## src/rtl/train_seq.sv

```systemverilog
// Training sequencer: per sample drives forward/backward/update engines via
// start/done handshakes and reduces the per-sample |cost| to an epoch mean.
module train_seq #(
   parameter int WIDTH        = 24,
   parameter int LOG2_SAMPLES = 2,
   parameter int ACC_WIDTH    = 32,
   parameter int EPOCH_W      = 16
) (
   input  logic                           clk,
   input  logic                           rst_n,
   input  logic                           i_start,
   input  logic                           i_abort,
   input  logic                           i_mode,
   input  logic        [EPOCH_W-1:0]      i_max_epochs,
   input  logic signed [WIDTH-1:0]        i_cost_thresh,
   output logic                           o_fwd_start,
   output logic                           o_bwd_start,
   output logic                           o_upd_start,
   input  logic                           i_fwd_done,
   input  logic                           i_bwd_done,
   input  logic                           i_upd_done,
   input  logic signed [WIDTH-1:0]        i_sample_cost,
   output logic        [LOG2_SAMPLES-1:0] o_sample_idx,
   output logic        [EPOCH_W-1:0]      o_epoch,
   output logic signed [WIDTH-1:0]        o_cost,
   output logic                           o_cost_valid,
   output logic                           o_busy,
   output logic                           o_stop,
   output logic                           o_converged
);

   typedef enum logic [2:0] {S_IDLE, S_FWD, S_BWD, S_UPD, S_EPOCH, S_DONE} state_t;

   localparam logic signed [WIDTH-1:0] SMAX = {1'b0, {(WIDTH-1){1'b1}}};
   localparam logic signed [WIDTH-1:0] SMIN = {1'b1, {(WIDTH-1){1'b0}}};
   localparam logic [ACC_WIDTH-1:0]    AMAX = {1'b0, {(ACC_WIDTH-1){1'b1}}};

   state_t                    state_q, state_d;
   logic                      mode_q;
   logic [EPOCH_W-1:0]        max_q;
   logic signed [WIDTH-1:0]   thresh_q;
   logic [ACC_WIDTH-1:0]      acc_q;
   logic [LOG2_SAMPLES-1:0]   idx_q;
   logic [EPOCH_W-1:0]        epoch_q;
   logic signed [WIDTH-1:0]   cost_q;
   logic                      cost_vld_q, conv_q, busy_q, stop_q;
   logic                      fwd_start_q, bwd_start_q, upd_start_q;

   logic                      fwd_go, bwd_go, upd_go;
   logic [WIDTH-1:0]          cost_abs;
   logic [ACC_WIDTH-1:0]      acc_sum, acc_add, mean;
   logic signed [WIDTH-1:0]   mean_sat;
   logic [EPOCH_W-1:0]        epoch_inc;
   logic                      last, converge;

   // acc never has its MSB set, so the sum of two non-negatives cannot wrap
   always_comb begin
      cost_abs = (i_sample_cost == SMIN) ? SMAX :
                 (i_sample_cost[WIDTH-1] ? -i_sample_cost : i_sample_cost);
      acc_sum  = acc_q + {{(ACC_WIDTH-WIDTH){1'b0}}, cost_abs};
      acc_add  = acc_sum[ACC_WIDTH-1] ? AMAX : acc_sum;
      mean     = acc_q >> LOG2_SAMPLES;
      mean_sat = (mean > {{(ACC_WIDTH-WIDTH){1'b0}}, SMAX}) ? SMAX : mean[WIDTH-1:0];
      converge = (mean_sat <= thresh_q);
      epoch_inc = (epoch_q == '1) ? epoch_q : epoch_q + EPOCH_W'(1);
      last     = (idx_q == '1);
   end

   always_comb begin
      state_d = state_q;
      fwd_go  = 1'b0;
      bwd_go  = 1'b0;
      upd_go  = 1'b0;
      case (state_q)
         S_IDLE: if (i_start) begin
            state_d = S_FWD;
            fwd_go  = 1'b1;
         end
         S_FWD: if (i_abort) state_d = S_DONE;
            else if (i_fwd_done) begin
               if (!mode_q) begin
                  state_d = S_BWD;
                  bwd_go  = 1'b1;
               end else if (last) state_d = S_EPOCH;
               else begin
                  state_d = S_FWD;
                  fwd_go  = 1'b1;
               end
            end
         S_BWD: if (i_abort) state_d = S_DONE;
            else if (i_bwd_done) begin
               state_d = S_UPD;
               upd_go  = 1'b1;
            end
         S_UPD: if (i_abort) state_d = S_DONE;
            else if (i_upd_done) begin
               if (last) state_d = S_EPOCH;
               else begin
                  state_d = S_FWD;
                  fwd_go  = 1'b1;
               end
            end
         S_EPOCH: if (i_abort || converge || mode_q || epoch_inc == max_q) state_d = S_DONE;
            else begin
               state_d = S_FWD;
               fwd_go  = 1'b1;
            end
         S_DONE: if (!i_start) state_d = S_IDLE;
         default: state_d = S_IDLE;
      endcase
   end

   always_ff @(posedge clk or negedge rst_n) begin
      if (!rst_n) begin
         state_q     <= S_IDLE;
         mode_q      <= 1'b0;
         max_q       <= '0;
         thresh_q    <= '0;
         acc_q       <= '0;
         idx_q       <= '0;
         epoch_q     <= '0;
         cost_q      <= '0;
         cost_vld_q  <= 1'b0;
         conv_q      <= 1'b0;
         busy_q      <= 1'b0;
         stop_q      <= 1'b0;
         fwd_start_q <= 1'b0;
         bwd_start_q <= 1'b0;
         upd_start_q <= 1'b0;
      end else begin
         state_q     <= state_d;
         fwd_start_q <= fwd_go;
         bwd_start_q <= bwd_go;
         upd_start_q <= upd_go;
         busy_q      <= (state_d inside {S_FWD, S_BWD, S_UPD, S_EPOCH});
         stop_q      <= (state_d == S_DONE);
         cost_vld_q  <= (state_q == S_EPOCH);
         case (state_q)
            S_IDLE: if (i_start) begin
               mode_q   <= i_mode;
               max_q    <= (i_max_epochs == '0) ? EPOCH_W'(1) : i_max_epochs;
               thresh_q <= i_cost_thresh;
               acc_q    <= '0;
               idx_q    <= '0;
               epoch_q  <= '0;
               conv_q   <= 1'b0;
            end
            S_FWD: if (!i_abort && i_fwd_done) begin
               acc_q <= acc_add;
               if (mode_q && !last) idx_q <= idx_q + LOG2_SAMPLES'(1);
            end
            S_UPD: if (!i_abort && i_upd_done && !last) idx_q <= idx_q + LOG2_SAMPLES'(1);
            S_EPOCH: begin
               cost_q  <= mean_sat;
               epoch_q <= epoch_inc;
               acc_q   <= '0;
               idx_q   <= '0;
               conv_q  <= !i_abort && converge;
            end
            default: ;
         endcase
      end
   end

   assign o_fwd_start  = fwd_start_q;
   assign o_bwd_start  = bwd_start_q;
   assign o_upd_start  = upd_start_q;
   assign o_sample_idx = idx_q;
   assign o_epoch      = epoch_q;
   assign o_cost       = cost_q;
   assign o_cost_valid = cost_vld_q;
   assign o_busy       = busy_q;
   assign o_stop       = stop_q;
   assign o_converged  = conv_q;

endmodule

```

## config.mk

```make
export PLATFORM = sky130hd
export DESIGN_NAME = train_seq
export DESIGN_NICKNAME = d
export VERILOG_FILES = /design/src/rtl/train_seq.sv
export SDC_FILE = /design/constraint.sdc
export NUM_CORES = 1
export LEC_CHECK = 0
export ABC_AREA = 1
export BUFFER_PORTS_ARGS = -buffer_cell sky130_fd_sc_hd__buf_2
export CAP_MARGIN = 10
export CORE_AREA = 2 2 190 192
export CTS_BUF_LIST = sky130_fd_sc_hd__clkbuf_8 sky130_fd_sc_hd__clkbuf_16
export DETAILED_ROUTE_END_ITERATION = 10
export DIE_AREA = 0 0 192 194
export GPL_TIMING_DRIVEN = 1
export PLACE_DENSITY = 0.49
export SYNTH_ARGS = -nofsm -noshare
export SYNTH_HDL_FRONTEND = slang
export SYNTH_SLANG_ARGS = --single-unit
export TNS_END_PERCENT = 5
```

## constraint.sdc

```tcl
create_clock -name clk -period 3.6 [get_ports clk]
set_input_delay 0.72 -clock clk [delete_from_list [all_inputs] [get_ports clk]]
set_output_delay 0.72 -clock clk [all_outputs]
set_load 0.005 [all_outputs]
```

; Word level (Yosys, flattened, before mapping)
; Index checks and enable logic that the tools add are counted.
; Widths: inputs -> output; s select.
[totals]
input_bits = 72
reg_bits = 125
wordCells = 105
[op_classes]
n_addsub = 4
muxes = 46
magnitude_cmp = 2
reduce_logical = 20
eq_ne = 18
[op_table]
columns = cell, count
row1 = $pmux 32 s3, 1
row2 = $mux 24, 3
row3 = $mux 32, 2
row4 = $mux 16, 3
row5 = $mux 3, 11
row6 = $add 32x24->32, 1
row7 = $pmux 16 s2, 1
row8 = $mux 31, 1
row9 = $gt 30x23->1 const B, 1
row10 = $eq 24x24->1 const B, 1
row11 = $le 24x24->1, 1
row12 = $neg 24->24, 1
row13 = $pmux 3 s6, 1
row14 = $add 16x1->16 const B, 1
row15 = $eq 16x16->1, 1
row16 = $eq 16x16->1 const B, 1
row17 = $logic_not 16->1, 1
row18 = $mux 1, 16
row19 = $eq 3x2->1 const B, 4
row20 = $eq 3x3->1 const B, 4
row21 = $mux 2, 4
row22 = $ne 2x2->1 const B, 4
row23 = $pmux 2 s4, 1
row24 = $reduce_bool 4->1, 2
row25 = 14 further kinds, 23

; Depth between registers and ports, before layout
; Gate-level depths: netlist (run 1).
[logic_depth]
word_depth = 10
ltp_mapped = 26

; Least setup slack after synthesis (run 1)
; No wires, ideal clock.
[synth_timing]
path_kind = input to register
from = input i_sample_cost[0]
to = register acc_q[15]
setup_time_ps = 130
setup_slack_ps = -154
path_stages = 22
t_arrival_ps = 3623
path_cell_list = inv_1 > ha_1 > inv_1 > nor4_2 > nand2_1 > nor3_1 > nand2_1 > nor3_2 > nand3_1 > nor2_1 > nand2_1 > nand2_1 > ha_1 > a21oi_1 > inv_1 > a21oi_1 > o21ai_0 > a21oi_1 > nand2_1 > buf_2 > o21ai_0 > o21ai_0
[synth_between]
elab_chain_cells = 7
elab_cells_between_ends = 8
cone_classes = 2 x add/sub / 1 x eq/ne / 5 x mux
[synth_rtl]
columns = element, line_no
row1 = "start, declared", 22  ; input logic signed [WIDTH-1:0] i_sample_cost,
row2 = $neg 24->24, 59  ; (i_sample_cost[WIDTH-1] ? -i_sample_cost : i_sample_cost);
row3 = $mux 24, 59
row4 = $mux 24 *, 58  ; cost_abs = (i_sample_cost == SMIN) ? SMAX :
row5 = $add 32x24->32 *, 60  ; acc_sum = acc_q + {{(ACC_WIDTH-WIDTH){1'b0}}, cost_abs};
row6 = $mux 31 *, 61  ; acc_add = acc_sum[ACC_WIDTH-1] ? AMAX : acc_sum;
row7 = $mux 32 *, 148  ; S_FWD: if (!i_abort && i_fwd_done) begin
row8 = $pmux 32 s3 *, 138  ; case (state_q)
row9 = "end signal, assigned", 143  ; acc_q <= '0;
row10 = "end signal, assigned", 149  ; acc_q <= acc_add;
row11 = "end signal, assigned", 156  ; acc_q <= '0;
row12 = "end, declared", 42  ; logic [ACC_WIDTH-1:0] acc_q;
; Mark *: on every way between the ends. The rest lies on a longest branch, timed or not. The select of a mux whose other input is x is not followed.
; A chain may end at the register's enable or synchronous reset.

; Worst setup path in the final report (run 1)
[layout_timing]
from = input i_sample_cost[1]
to = register acc_q[10]
; Same word-level chain as after synthesis.

==> metrics.txt, run 1 <==
status complete, no violations; WS Path Type in2reg; Cells after DPL 1885; GP Congestion 0.8354; Die W 192 um; worst setup margin 3.325 ps; IO Pins 121; Root Buffer clkbuf_16; Core Util, Final 0.3234; first-pass GRT wire length 44590 um; I/O Buffers 120; CTS buffer count 17; asr flop ratio synth 1.000; Clock Power Share 0.229; YS warnings 0; Worst setup SP type input pin; Die Span Y 194 um; R2R setup slack 520 ps; Clock Latency Late Sink 430 ps; area delta synth->final 31.04%; # setup viols final 0; clk buf depth 2; leakage 5.944 nW; number of global-route vias before repair 8466; fin crit share 0.9991; H-Tree Level Count 4; GRT overflow 0; clock sinks 124; via count 8608; Cell variety after synth 51; FF+latch count, synth 124; EDFF count, synth 0; Iter 0 DRT Violations 446; Via density 4.488; crit path capture type flop; highest clock rate 278.0 MHz; pins over their slew limit 0; core box area 35220 um^2; worst vdd ir 0.3289 mV; post-cts hold buffer count 0; Non-Filler Instances 1918; P per Cell Area 743.2 nW/um^2; worst-margin pin slew 821.9 ps; Initial Utilization 0.2468; # rows 69; layout cell share with drive strength beyond 1 0.2176; sequential power share 0.279; Worst-path clk slew 60 ps; Post-Syn Area 8692 um^2; Syn Nets 1351; min Tclk post-route 3597 ps; Sw Pwr 3.512 mW; Switching Share 0.4149; largest net degree at the start of global routing 75; worst-path fanout max 16; Logic pwr share 0.492; Post-Syn Instances 1227; nets 1568; hpwl dp 21690 um; share of the yosys chip area belonging to registers 0.3570; post-route antenna net violation count 0; Worst Path Required 3900 ps; Avg Cell Area, Syn 7.084 um^2; max-cap viol count 0; Setup Skew 14.67 ps; Hold Worst Slack 263.6 ps; Hold WC Path Type in2async; Cell Int Power 4.953 mW; Arr. time, crit path 3890 ps; max_slew headroom 0.4470; CTS tree built; Synth Flop Type dfrtp_1; worst setup path start i_sample_cost[1]; ANT cells 0; drt total wl 27810 um; die area 37250 um^2; initial antenna violation count 0; Critical R2R Launch acc_q[25]; Final Hold Violating Endpoints 0; unrepaired setup endpoints after global routing yes; DRC Markers 0; Fill cells 3851; drt pass-1 iters 5; Tot GR Track Use 0.1524; dpl ws -640.8 ps; wire per inst 14.50 um
==> metal layers <==
layer,track usage,part of all wire,wire length [um]
met3,0.02335,0.039,1085
met5,0,0,0
met4,0.03958,0.013,371
met2,0.2447,0.46,12780
met1,0.2128,0.49,13580
==> worst max-delay path, cell delays in order <==
cell and delay, ps:
buf_2 90, inv_1 60, ha_1 160, inv_1 70, nor4_4 210, nand2_1 110
nor3_2 210, nand2_2 110, nor3_4 170, nand3_1 130, nor2_1 140, nand2_1 120
nand3_1 150, ha_4 240, a21o_1 200, a21boi_1 160, o21ai_1 110, a21oi_1 130
nand2_1 110, buf_4 210, o21ai_0 160, o21ai_0 100
==> cells in the final DEF, fill, tap and decap left out, types with 9 or more instances in the layout <==
master	instances
or2_2	9
buf_4	110
nor2_1	117
a31oi_1	23
nand2_2	9
a21oi_1	46
xnor2_1	13
ha_1	47
o21ai_0	117
nand4_1	27
inv_1	156
xor2_1	27
clkbuf_16	17
dfrtp_1	124
nand3_1	52
nand2_1	324
buf_2	119
nor3_1	10
==> registers in the layout, summed over array words and instances, names as in the netlist <==
register,count
o_cost_valid,1
o_upd_start,1
mode_q,1
acc_q,31
max_q,16
o_busy,1
o_epoch,16
o_fwd_start,1
o_converged,1
o_sample_idx,2
o_bwd_start,1
state_q,3
thresh_q,24
o_cost,24
o_stop,1
==> cells by family after synthesis <==
group	count (synthesis)	share of synthesized area
xor+xnor	41	0.04218
other cells	1	0.0004314
compound gates	238	0.1522
flops	124	0.3570
fa+ha+maj	52	0.07572
buf+inv	192	0.08565
simple gates	579	0.2869
==> power by group through the flow <==
stage | combinational, mW | clock [mW] | sequential (mW)
floorplan | 2.51 | 0 | 2.27
global placement | 4.08 | 0 | 2.38
detailed placement | 4.13 | 0 | 2.38
CTS | 4.16 | 1.98 | 2.36
global route | 4.76 | 2.05 | 2.43
finish | 4.16 | 1.94 | 2.36
==> repair_timing <==
item / 4_1_cts / 5_1_grt
gates resized for setup: 5 / 15
setup endpoints to repair: 31 / 31
pin swaps: 2 / 2
buffers inserted: 1 / 0
==> through the flow <==
step	TNS (ps)	instance area, um^2	total power [mW]
after floorplan	-1416	8728	4.776
after global placement	-15110	10640	6.460
after detailed placement	-16430	10640	6.512
after CTS	0	11330	8.511
after global routing	-11190	11390	9.249
final	0	11390	8.464
==> path summary, 6_finish.rpt <==
path	to	cells after the start
worst max register to register	o_busy	20
min in group clk	o_cost[17]	2
worst min register to register	o_cost[17]	2
max in group asynchronous	o_sample_idx[1]	2
worst min-delay path	o_epoch[15]	1
worst max-delay path	acc_q[10]	22
==> area by class of cell <==
type                       count  area (um^2)  area share
clock buffer                  18        439.2     0.03856
clock inverter                14        219.0     0.01922
inverter                     158        595.6     0.05229
multi-input combinational    911         4975      0.4368
sequential                   124         3103      0.2724
tap                          461        576.8     0.05064
timing repair buffer         232         1481      0.1301
==> cells in the mapped netlist, types with 2 or more instances <==
| master | n | area share |
|---|---|---|
| xor2_1 | 27 | 0.027 |
| nand3_1 | 52 | 0.030 |
| o21ai_1 | 3 | 0.0017 |
| nor2_2 | 3 | 0.0022 |
| nand4_1 | 27 | 0.019 |
| nor4_1 | 4 | 0.0029 |
| clkbuf_1 | 27 | 0.012 |
| o21bai_1 | 6 | 0.0052 |
| nand3b_1 | 5 | 0.0043 |
| a22o_1 | 3 | 0.0030 |
| nor2_4 | 3 | 0.0039 |
| o211ai_1 | 7 | 0.0060 |
| a21o_1 | 5 | 0.0043 |
| a21oi_1 | 52 | 0.030 |
| nand3_2 | 5 | 0.0058 |
| buf_6 | 2 | 0.0026 |
| o21a_1 | 4 | 0.0035 |
| o22ai_1 | 4 | 0.0029 |
| buf_1 | 2 | 0.00086 |
| a21boi_0 | 3 | 0.0026 |
| or2_2 | 9 | 0.0065 |
| nand2_2 | 7 | 0.0050 |
| nand2_1 | 326 | 0.14 |
| ha_1 | 51 | 0.073 |
| nor2_1 | 121 | 0.052 |
| dfrtp_1 | 124 | 0.36 |
| a31oi_1 | 23 | 0.017 |
| o21ai_0 | 122 | 0.070 |
| inv_1 | 156 | 0.067 |
| xnor2_1 | 13 | 0.013 |
| nor3_1 | 11 | 0.0063 |
Note: power is estimated with default switching activity, not from simulation.
==> run 2: changes to the inputs <==
- MAX_ROUTING_LAYER: default -> met4
==> run 2 against run 1 <==
  * Area after synthesis stayed put
  * The run now fails in detailed routing (5_2_route)
  * Synthesized cell count stayed put
  * Global-route usage is 0.50 points higher
==> metrics.txt, run 2 <==
status stopped before the end; Halt Stage detailed routing (5_2_route); tool error [ERROR DRT-0255] Maze Route cannot find path of net clk in worker of routeBox ( 144900 0 ) ( 192000 48300 ).; Tot GR Track Use 0.1574; post-cts hold buffer count 0; hpwl dp 21990 um; CTS buffer count 17; commonest cells in the netlist nand2_1 (326), inv_1 (156), dfrtp_1 (124); initial antenna violation count 0; largest net degree at the start of global routing 52; dpl ws -712.7 ps; first-pass GRT wire length 44740 um; Initial Utilization 0.2468; YS warnings 0; H-Tree Level Count 4; number of global-route vias before repair 8510; clock sinks 124; count leader, synth nand2_1; # rows 69; Post-Syn Instances 1227; Post-Syn Area 8692 um^2; most area-consuming cells after synthesis dfrtp_1 (36%), nand2_1 (14%), ha_1 (7.3%); Cell variety after synth 51; Synth Flop Type dfrtp_1; EDFF count, synth 0; GRT worst endpoint acc_q[26]$_DFFE_PN0P_/D; GRT overflow 0; clk buf depth 2; Die Span Y 194 um; post-synthesis cell type with the largest combined area dfrtp_1; Die W 192 um; FF+latch count, synth 124; Avg Cell Area, Syn 7.084 um^2; GP Congestion 0.8606; asr flop ratio synth 1.000; worst ep type register data pin; IO Pins 121; Root Buffer clkbuf_16; share of the yosys chip area belonging to registers 0.3570; Syn Nets 1351; I/O Buffers 120; post-synth top area share 0.3570
==> run 2: kinds of logic after synthesis <==
family                     synth area share
buffers and inverters               0.08565
other                             0.0004314
xor gates and xnor gates            0.04218
adders and majority gates           0.07572
DFF                                  0.3570
and+or+nand+nor                      0.2869
AOI/OAI and AO/OA                    0.1522
==> run 2: metal layers <==
metal	global-route usage
met5	-
met1	0.2105
met3	0.02045
met4	0.03619
met2	0.2528
==> run 2: timing repair <==
action / CTS / global route
buffers inserted: 0 / 9
endpoints found under the setup margin: 31 / 31
cloned: 0 / 1
pin swaps: 3 / 43
endpoints found under the hold margin: 0 / 0
resized for setup: 13 / 119
==> run 2: metrics by stage <==
step                  util  std cells  area [um^2]
floorplan                -       1227         8728
global placement    0.3026       1889        10660
detailed placement  0.3026       1889        10660
CTS                 0.3209       1921        11300
global route        0.3348       1931        11790
==> run 3: changes to the inputs <==
- CORE_AREA: 2 2 190 192 -> 2 2 212 214
- CTS_BUF_LIST: sky130_fd_sc_hd__clkbuf_8 sky130_fd_sc_hd__clkbuf_16 -> default
- DIE_AREA: 0 0 192 194 -> 0 0 214 216
- MAX_ROUTING_LAYER: met4 -> default
- PLACE_DENSITY: 0.49 -> default
- PLACE_DENSITY_LB_ADDON: default -> 0.15
==> run 3 against run 2 <==
  * Global-route usage down 2.5 points
  * The flow now finishes without violations
==> metrics.txt, run 3 (synthesis results as in run 1) <==
status complete, no violations; layout cell share with drive strength beyond 1 0.2535; number of flip-flops in the largest register 31; largest net degree at the start of global routing 79; die area 46220 um^2; I/O Buffers 120; worst-path fanout max 3; GP Congestion 0.7998; dpl ws -790.2 ps; Die W 214 um; wire per inst 14.70 um; commonest non-fill, non-tap cell in the layout nand2_1; drt pass-1 iters 4; Tot GR Track Use 0.1327; Critical R2R Launch acc_q[27]; Final Hold Violating Endpoints 0; Arr. time, crit path 3750 ps; min Tclk post-route 3449 ps; Hold Worst Slack 337.1 ps; first-pass GRT wire length 47720 um; Fill cells 4817; IO Pins 121; Setup Skew 11.04 ps; Initial Utilization 0.1983; unrepaired setup endpoints after global routing yes; Root Buffer clkbuf_16; hpwl dp 23660 um; Critical R2R Capture o_busy; drt total wl 30500 um; pins over their slew limit 0; overall power 8.642 mW; # setup viols final 0; Die Span Y 216 um; via count 8618; Worst setup SP type input pin; clock sinks 124; DRC Markers 0; worst setup path start i_sample_cost[1]; CTS tree built; post-route antenna net violation count 0; crit path capture type flop; Clock Latency Late Sink 440 ps; WS Path Type in2reg; worst-margin pin slew 810.4 ps; Biggest register acc_q; Worst-path clk slew 60 ps; Iter 0 DRT Violations 497; worst vdd ir 0.3726 mV; # rows 77; P per Cell Area 724.7 nW/um^2; max_slew headroom 0.4598; R2R setup slack 530 ps; worst setup margin 150.9 ps; initial antenna violation count 0; GRT overflow 0; Cells after DPL 2038; Non-Filler Instances 2075; placed instance area 10960 um^2; number of global-route vias before repair 8529; Reg2Reg Depth 20; area delta synth->final 37.18%; Hold WC Path Type in2async; commonest cells after routing, fill and taps aside nand2_1 (315), inv_1 (150), buf_4 (130), dfrtp_1 (124), buf_2 (116); design area 11920 um^2; post-cts hold buffer count 0; Via density 4.153; core box area 43840 um^2; CTS buffer count 17; leakage 6.115 nW; fin crit share 0.9581; clk buf depth 2; Worst Path Required 3910 ps; highest clock rate 289.9 MHz; nets 1594; H-Tree Level Count 4; max-cap viol count 0; ANT cells 0
==> run 3: per-layer routing <==
metal  track usage  vias to the layer above  wire length [um]  part of all wire
met3       0.01860                       24               723             0.024
met5             0                        -                 0                 0
li1              -                     4495                 -                 -
met2        0.2119                      132             13780              0.45
met4       0.03846                        0               471             0.015
met1        0.1857                     3967             15520              0.51
==> run 3: report_power, final <==
group	switching (mW)	internal, mW	leakage, nW
clock network	0.719	1.18	0.300
registers	0.424	1.95	1.60
logic	2.53	1.84	4.22
total	3.67	4.97	6.12
==> run 3: timing repair <==
item                       in CTS  in global routing
buffers inserted                1                  4
setup endpoints to repair      31                 31
pin swaps                       2                 38
gates resized for setup         6                 85
==> run 3: critical path, stage by stage <==
cell and delay (ps):
buf_6 90, inv_4 50, ha_4 150, inv_4 40
nor4_4 130, nand2_1 110, nor3_2 210, nand2_2 110
nor3_4 240, buf_6 130, nand2_2 40, nand2_2 50
xor2_1 130, nand2_1 110, ha_4 180, buf_6 110
a21oi_4 170, o21ai_1 90, inv_1 70, o21ai_1 70
nand3_1 80, nand4_1 220, xor2_1 230, o21ai_1 130
o21ai_1 80
==> run 3: metrics by stage <==
step | utilization | setup TNS (ps)
finish | 0.2720 | 0
global route | 0.2720 | -3128
CTS | 0.2652 | -192.0
detailed placement | 0.2501 | -20360
global placement | 0.2501 | -17530
floorplan | - | -1416
==> run 3: cell type report <==
| cell class | count | area (um^2) | share of cell area |
|---|---|---|---|
| clock buffer | 19 | 442.9 | 0.03715 |
| sequential | 124 | 3103 | 0.2602 |
| clock inverter | 13 | 191.4 | 0.01605 |
| inverter | 158 | 603.1 | 0.05058 |
| timing repair buffer | 258 | 1718 | 0.1441 |
| tap | 592 | 740.7 | 0.06212 |
| multi-input combinational | 911 | 5125 | 0.4298 |
==> run 3: worst max path at each step <==
| stage | to | slack (ps) | cells after the start |
|---|---|---|---|
| final | acc_q[24] | 150 | 25 |
| after global placement | acc_q[22] | -730 | 22 |
| after global routing | acc_q[29] | -170 | 25 |
| after floorplan | acc_q[15] | -80 | 22 |
| after CTS | acc_q[22] | -40 | 23 |
| after detailed placement | acc_q[22] | -790 | 22 |
==> run 4: changes to the inputs <==
- CELL_PAD_IN_SITES_DETAIL_PLACEMENT: default -> 0
- CELL_PAD_IN_SITES_GLOBAL_PLACEMENT: default -> 1
- HOLD_SLACK_MARGIN: default -> 0.03
==> run 4 against run 3 <==
  * Fmax is 0.61% lower
  * Wire length is 4.2% higher
  * Largest cell class unchanged
  * Sequential power hardly changed
  * Hold slack better by 15 ps
  * Sequential share of layout area is 0.47 points lower
  * Setup slack worse by 21 ps
  * Combinational power is 3% higher
  * Final cell count is 0.77% higher
  * Via count is 0.48% higher
  * Critical endpoint unchanged
  * Non-clock buffer count is 17 higher
  * Core utilization is 0.50 points higher
==> metrics.txt, run 4 (synthesis results as in run 1) <==
status complete, no violations; worst setup path start i_sample_cost[4]; GP Congestion 0.8106; initial antenna violation count 0; core box area 43840 um^2; IO Pins 121; # rows 77; Reg2Reg Depth 20; Fill cells 4840; Core Util, Final 0.2770; drt pass-1 iters 5; min Tclk post-route 3470 ps; Tot GR Track Use 0.1407; ANT cells 0; worst setup path endpoint acc_q[24]; via count 8659; largest net degree at the start of global routing 81; Die W 214 um; pins over their slew limit 0; clock sinks 124; Iter 0 DRT Violations 368; wire per inst 15.20 um; Initial Utilization 0.1983; Arr. time, crit path 3800 ps; area delta synth->final 39.70%; commonest non-fill, non-tap cell in the layout nand2_1; commonest cells after routing, fill and taps aside nand2_1 (307), inv_1 (147), buf_4 (145), dfrtp_1 (124), buf_2 (115); number of flip-flops in the largest register 31; GRT overflow 0; leakage 6.170 nW; unrepaired setup endpoints after global routing yes; H-Tree Level Count 4; Worst Path Required 3930 ps; Setup Skew 9.519 ps; crit path capture type flop; Worst-path clk slew 60 ps; post-route antenna net violation count 0; DRC Markers 0; CTS buffer count 17; clk buf depth 2; worst vdd ir 0.3457 mV; CTS tree built; highest clock rate 288.2 MHz; P per Cell Area 709.1 nW/um^2; Multi-input gate area 5271 um^2; hpwl dp 24960 um; WS Path Type in2reg; Via density 4.141; Root Buffer clkbuf_16; worst-path fanout max 4; I/O Buffers 120; drt total wl 31790 um; Worst setup SP type input pin; Hold WC Path Type in2async; first-pass GRT wire length 50150 um; Biggest register acc_q; fin crit share 0.9640; max_slew headroom 0.4439; register area 3103 um^2; layout cell share with drive strength beyond 1 0.2849; Critical R2R Launch acc_q[27]; setup TNS 0 ps; Clock Latency Late Sink 450 ps; number of global-route vias before repair 8870; max-cap viol count 0; R2R setup slack 540 ps; post-cts hold buffer count 0; nets 1611; # setup viols final 0; die area 46220 um^2; worst-margin pin slew 834.2 ps; Critical R2R Capture o_busy; Final Hold Violating Endpoints 0; Die Span Y 216 um
==> run 4: cell count changes in the layout (fill, tap and decap cells not counted), sizes merged <==
cell / change
inv: -1
buf: +17
bufinv: -2
clkbuf: +1
clkinvlp: +2
clkinv: -1
==> run 4: final cells by class <==
class / instances / area share
clock buffer: 20 / 0.03679
clock inverter: 11 / 0.009995
inverter: 158 / 0.04946
multi-input combinational: 911 / 0.4341
sequential: 124 / 0.2555
tap: 592 / 0.06100
timing repair buffer: 275 / 0.1531
==> run 4: how the worst min path moves through the flow <==
stage,start,end,slack [ps],depth (start not counted)
final,rst_n,o_epoch[15],350,1
after global routing,rst_n,o_epoch[15],410,1
after CTS,rst_n,o_epoch[14],380,1
after detailed placement,o_cost[21],o_cost[21],470,2
after global placement,o_cost[0],o_cost[0],460,2
after floorplan,rst_n,acc_q[0],420,0
==> run 4: worst max-delay path, stage by stage <==
cell and delay (ps):
buf_6 100, nor2_4 90, inv_2 50, nor4_4 270, nand2_1 110, nor3_2 160, nand2_2 110, nor3_2 180
buf_4 160, nand3_4 90, nor2_4 140, nand2_4 80, nand2_2 90, ha_4 210, buf_6 120, nand2_4 70
o21ai_1 70, inv_1 110, o21ai_2 60, nand3_1 100, nand4_1 270, xor2_1 230, o21ai_1 120, o21ai_1 70
==> run 4: what timing repair did <==
action / CTS / global route
pin swaps: 26 / 45
setup buffers: 6 / 7
endpoints found under the setup margin: 31 / 31
resized for setup: 45 / 89
endpoints found under the hold margin: 0 / 0
==> run 4: power breakdown <==
group / internal [mW] / leakage [nW] / switching (mW)
Combinational: 1.93 / 4.31 / 2.56
Sequential: 1.96 / 1.60 / 0.431
Clock: 1.03 / 0.264 / 0.703
==> run 4: per-stage QoR <==
stage / hold WS (ps) / std cells / area (um^2) / power (mW) / setup WS, ps
finish: 352.2 / 2091 / 12140 / 8.610 / 129.6
global route: 413.3 / 2091 / 12140 / 9.466 / -131.9
CTS: 381.0 / 2084 / 11780 / 8.578 / -7.747
detailed placement: 472.5 / 2047 / 11030 / 6.693 / -748.9
global placement: 463.6 / 2047 / 11030 / 6.690 / -728.8
floorplan: 424.4 / 1227 / 8728 / 4.776 / -80.88
==> run 4: per-layer routing <==
metal	GRT usage	part of all wire	up-vias
met3	0.01987	0.027	24
met5	0	0	-
met4	0.04382	0.016	0
met1	0.1892	0.49	3980
li1	-	-	4536
met2	0.2328	0.47	119
